===== src/rtl/fcp6_txn_arbiter.sv =====
// fcp6_txn_arbiter: round-robin scheduler sharing one FCP6 master among NUM_REQ clients.
// Optional watchdog abort is enabled by defining FCP6_ARB_WDOG_EN.
module fcp6_txn_arbiter #(
  parameter int NUM_REQ = 4,
  parameter int TIMEOUT = 255
) (
  input  logic                 clk,
  input  logic                 rst,
  input  logic [NUM_REQ-1:0]   req,
  input  logic [8*NUM_REQ-1:0] req_header,
  input  logic [8*NUM_REQ-1:0] req_data,
  output logic [NUM_REQ-1:0]   gnt,
  output logic [NUM_REQ-1:0]   done,
  output logic [NUM_REQ-1:0]   err,
  output logic                 m_start,
  output logic [7:0]           m_header,
  output logic [7:0]           m_data,
  input  logic                 m_busy,
  output logic                 arb_busy
);
  localparam int IW = $clog2(NUM_REQ);
  typedef enum logic [2:0] {IDLE, LAUNCH, WAIT_BUSY, WAIT_DONE, COMPLETE} state_t;
  state_t state, state_d;
  logic [IW-1:0] rr_ptr, rr_ptr_d, idx, idx_d, win;
  logic found, abort, waiting, m_start_d;
  logic [NUM_REQ-1:0] gnt_d, done_d, err_d;
  logic [7:0] hdr_d, dat_d;
  assign waiting = state == WAIT_BUSY || state == WAIT_DONE;
  assign arb_busy = state != IDLE;
  always_comb begin
    int j;
    found = 1'b0;
    win = '0;
    j = 0;
    for (int i = 0; i < NUM_REQ; i++) begin
      j = int'(rr_ptr) + i;
      j = j >= NUM_REQ ? j - NUM_REQ : j;
      if (!found && req[j]) begin
        found = 1'b1;
        win = IW'(j);
      end
    end
  end
`ifdef FCP6_ARB_WDOG_EN
  localparam int CW = $clog2(TIMEOUT + 1);
  logic [CW-1:0] wd_cnt, wd_cnt_d;
  // Cleared during LAUNCH so the first WAIT_BUSY cycle starts counting from zero.
  always_comb begin
    wd_cnt_d = state == LAUNCH ? '0 : waiting ? wd_cnt + 1'b1 : wd_cnt;
    abort = waiting && wd_cnt_d == CW'(TIMEOUT);
  end
  always_ff @(posedge clk or posedge rst)
    if (rst) wd_cnt <= '0;
    else wd_cnt <= wd_cnt_d;
`else
  assign abort = TIMEOUT < 0;
`endif
  always_comb begin
    state_d = state;
    rr_ptr_d = rr_ptr;
    idx_d = idx;
    gnt_d = gnt;
    done_d = '0;
    err_d = '0;
    m_start_d = 1'b0;
    hdr_d = m_header;
    dat_d = m_data;
    case (state)
      IDLE: if (found && !m_busy) begin
        state_d = LAUNCH;
        idx_d = win;
        gnt_d = NUM_REQ'(1) << win;
        m_start_d = 1'b1;
        hdr_d = req_header[{win, 3'b000} +: 8];
        dat_d = req_data[{win, 3'b000} +: 8];
      end
      LAUNCH: state_d = WAIT_BUSY;
      WAIT_BUSY: begin
        state_d = abort ? COMPLETE : m_busy ? WAIT_DONE : WAIT_BUSY;
        err_d = abort ? gnt : '0;
      end
      WAIT_DONE: begin
        state_d = abort || !m_busy ? COMPLETE : WAIT_DONE;
        err_d = abort ? gnt : '0;
        done_d = !abort && !m_busy ? gnt : '0;
      end
      COMPLETE: begin
        state_d = IDLE;
        gnt_d = '0;
        rr_ptr_d = idx == IW'(NUM_REQ - 1) ? '0 : idx + 1'b1;
      end
      default: state_d = IDLE;
    endcase
  end
  always_ff @(posedge clk or posedge rst)
    if (rst) begin
      state <= IDLE;
      rr_ptr <= '0;
      idx <= '0;
      gnt <= '0;
      done <= '0;
      err <= '0;
      m_start <= 1'b0;
      m_header <= '0;
      m_data <= '0;
    end else begin
      state <= state_d;
      rr_ptr <= rr_ptr_d;
      idx <= idx_d;
      gnt <= gnt_d;
      done <= done_d;
      err <= err_d;
      m_start <= m_start_d;
      m_header <= hdr_d;
      m_data <= dat_d;
    end
endmodule


===== config.mk =====
export PLATFORM = sky130hd
export DESIGN_NAME = fcp6_txn_arbiter
export DESIGN_NICKNAME = d
export VERILOG_FILES = /design/src/rtl/fcp6_txn_arbiter.sv
export SDC_FILE = /design/constraint.sdc
export NUM_CORES = 1
export LEC_CHECK = 0
export BUFFER_PORTS_ARGS = -buffer_cell sky130_fd_sc_hd__buf_2
export CORE_MARGIN = 8
export CORE_UTILIZATION = 40
export CTS_CLUSTER_SIZE = 24
export DETAILED_ROUTE_END_ITERATION = 7
export HOLD_SLACK_MARGIN = 0.08
export PLACE_DENSITY = 0.76
export SYNTH_ARGS = -nofsm -noshare
export SYNTH_HDL_FRONTEND = slang
export SYNTH_SLANG_ARGS = --single-unit

===== constraint.sdc =====
create_clock -name clk -period 1.8 [get_ports clk]
set_input_delay 0.27 -clock clk [delete_from_list [all_inputs] [get_ports clk]]
set_output_delay 0.27 -clock clk [all_outputs]
set_load 0.02 [all_outputs]

==> flow_metrics.env <==
export IMPL_die_area_um2=7101
export IMPL_rsz0062_at_grt="true"
export IMPL_core_area_um2=4598
export IMPL_grt_overflow=0
export IMPL_utilization_pct=59.86
export IMPL_setup_worst_path_start="state[0]$_DFFE_PP0P_"
export IMPL_cpMaxStageDelayCell="or3_4"
export IMPL_fp_dieH_um=84.27
export IMPL_grtUsageTotal_pct=15.73
export IMPL_async_flop_share_pct=100.0
export IMPL_finClkSkew_ps=4.832
export IMPL_cts_tree="built"
export IMPL_tns_ps=-508.7
export IMPL_netlist_top_cells_area="dfrtp_1 (43%), mux2i_1 (8.6%), and2_1 (7.0%), a211oi_1 (6.8%), a221oi_2 (5.6%)"
export IMPL_ys_types=40
export IMPL_num_vias=1760
export IMPL_slew_violations=0
export IMPL_routabilityCongestion=0.7748
export IMPL_hold_viol=0
export IMPL_r2r_end="m_data[7]$_DFFE_PP0P_"
export IMPL_synth_top_area_share_pct=42.95
export IMPL_ff2ff_setup_slack_ps=-60
export IMPL_nets=362
export IMPL_sequentialPowerShare_pct=30.4
export IMPL_cp_max_fo=12
export IMPL_grt_antenna_before_repair=0
export IMPL_setup_viol=17
export IMPL_finalCriticalPeriod_ps=1856
export IMPL_io_buffers=96
export IMPL_swShare_pct=42.95
export IMPL_grt_pass1_vias=1912
export IMPL_syn_inst=175
export IMPL_reg2reg_from="state[0]$_DFFE_PP0P_"
export IMPL_numCtsBuffers=5
export IMPL_yosys_most_used_dff="dfrtp_1"
export IMPL_setup_ws_ps=-56.34
export IMPL_synth_edf_count=0
export IMPL_avgRoutedWirePerCell_um=16.12
export IMPL_layout_common_cells="buf_2 (96), dfrtp_1 (32), and2_1 (21), nor2_1 (17)"
export IMPL_avgSynthCellArea_um2=10.65
export IMPL_clk_latency_ps=290
export IMPL_hpwl_mm=4.148
export IMPL_cts_root_buf="clkbuf_8"
export IMPL_crit_path_frequent_cell="or3_4"
export IMPL_grt_pass1_wl_mm=9.177
export IMPL_p_int_mw=2.223
export IMPL_area_growth_pct=47.65
export IMPL_drive_above_1_share_pct=53.95
export IMPL_cp_num_cells=7
export IMPL_seq_area_um2=800.8
export IMPL_crit_path_cell_trace="or3_4 -> or3_4 -> clkinv_8 -> nand3_4 -> buf_12 -> a221oi_2 -> a211oi_1"
export IMPL_critical_path_buf_inv_count=2
export IMPL_start_kind="flip-flop"
export IMPL_p_leak_nw=1.381
export IMPL_crit_end="m_data[7]$_DFFE_PP0P_"
export IMPL_maxCapViolCount=0
export IMPL_p_sw_mw=1.674
export IMPL_die_w_um=84.27
export IMPL_critical_path_class="reg2reg"
export IMPL_crit_path_end_kind="flip-flop"
export IMPL_drtPass1Iterations=4
export IMPL_ys_warn_count=0
export IMPL_status="complete, but fails checks"
export IMPL_failed_checks="negative setup slack"
export IMPL_rows=25
export IMPL_worstPathArrival_ps=2030
export IMPL_max_freq_ghz=0.5387
export IMPL_max_stage_delay_ps=390
export IMPL_yosys_area_top_type="dfrtp_1"
export IMPL_holdCritPathClass="in2reg"
export IMPL_clock_path_buffers=2
export IMPL_path_clk_slew_ps=70
export IMPL_final_antenna_net_count=0
export IMPL_grt_max_degree=33
export IMPL_vdd_drop_max_mv=0.5913
export IMPL_ios=101
export IMPL_start_util_pct=40.54
export IMPL_combPwrFrac_pct=54.7
export IMPL_critPathRequiredTime_ps=1970
export IMPL_synth_seq_cells=32
export IMPL_htree_levels=2
export IMPL_drtIter0Drc=96
export IMPL_crit_family="simple AND/OR/NAND/NOR gates"
export IMPL_synth_seq_area_share_pct=42.95
export IMPL_antenna_cells=0
export IMPL_wl_mm=5.562
export IMPL_reg2reg_depth=7
export IMPL_drc=0
export IMPL_cts_sinks=32
export IMPL_pwr_density_cell_nw_per_um2=1416
export IMPL_p_clk_share_pct=14.9
export IMPL_mostFrequentLayoutCell="buf_2"
export IMPL_finalCritPeriodShare_pct=103.1
export IMPL_viasPerCell=5.101
export IMPL_synth_area_um2=1864
export IMPL_multiInputGateArea_um2=1061
export IMPL_n_fill_cell=383
synthesized netlist by cell type, types with 2 or more instances:
cell type and n:
o21ai_0 2, nor2_1 17, mux2_2 2, a21oi_1 2, a211oi_1 17, dfrtp_1 32, a221oi_2 7, inv_1 2
nor2b_1 3, buf_2 4, nand2_1 8, a221oi_1 9, clkbuf_1 2, buf_4 6, buf_6 2, mux2i_1 16
and2_1 21
flip-flops by register name, indices dropped and copies added (netlist names):
signal	count
done	4
gnt	4
idx	2
m_data	8
m_header	8
m_start	1
rr_ptr	2
state	3
power by group through the flow:
stage | Combinational (mW) | Clock [mW] | Sequential, mW
after floorplan | 0.953 | 0 | 1.47
after global routing | 2.29 | 0.624 | 1.22
final | 2.13 | 0.582 | 1.18
after CTS | 2.09 | 0.583 | 1.18
after detailed placement | 1.94 | 0 | 1.20
after global placement | 1.92 | 0 | 1.18
layer usage:
metal	routed length [um]	track usage [%]	up-vias
li1	-	-	871
met1	2519	18.65	821
met2	2615	25.63	63
met3	367	6.196	5
met4	60	4.239	0
met5	0	0	-
final cells by class:
cell class              instances  share of cell area (%)
clock buffers                   6                   3.000
flip-flops and latches         32                   29.09
multi-input cells             128                   38.55
clock inverters                 2                  0.3636
well taps                      54                   2.455
repair buffers                120                   25.68
inverters                       3                  0.8636
stage by stage:
step	area, um^2	hold slack (ps)	power, mW	cells	setup WS (ps)
6_report	2753	262.9	3.897	345	-56.34
3_3_place_gp	2471	377.7	3.099	331	-182.2
5_1_grt	2753	277.5	4.140	345	-140.4
4_1_cts	2716	265.8	3.857	345	-48.57
2_1_floorplan	1876	386.2	2.421	178	-150.5
3_5_place_dp	2471	379.2	3.138	331	-226.5
timing repair:
action,CTS,global route
gates resized for setup,17,5
hold endpoints to repair,29,0
pin swaps,2,4
hold buffers,1,0
setup buffers,5,0
setup endpoints to repair,20,19
tightest hold or removal path: cells and delay by family:
family	cells	cell delay (ps)
buf+inv	1	110
simple gates	2	150
worst min path at each step:
stage | from | depth (start not counted) | to | slack, ps
floorplan | rst | 1 | done[0]$_DFF_PP0_ | 390
global placement | rst | 3 | m_data[5]$_DFFE_PP0P_ | 380
detailed placement | rst | 3 | m_data[5]$_DFFE_PP0P_ | 380
CTS | m_busy | 3 | state[0]$_DFFE_PP0P_ | 270
global route | m_busy | 3 | state[0]$_DFFE_PP0P_ | 280
finish | m_busy | 3 | state[0]$_DFFE_PP0P_ | 260
cells by family (layout without fill, tap and decap cells):
kind of cell / after synthesis / in the layout / share of synthesized area [%]
other: 1 / 4 / 0.2011
buffers and inverters: 18 / 131 / 6.644
adder cells (fa/ha/maj): 1 / 1 / 0.6710
multiplexers: 18 / 18 / 9.798
AND/OR/NAND/NOR: 60 / 60 / 17.99
AO/OA/AOI/OAI: 45 / 45 / 21.75
flip-flops: 32 / 32 / 42.95
No activity file was read; power rests on OpenSTA's default activity.
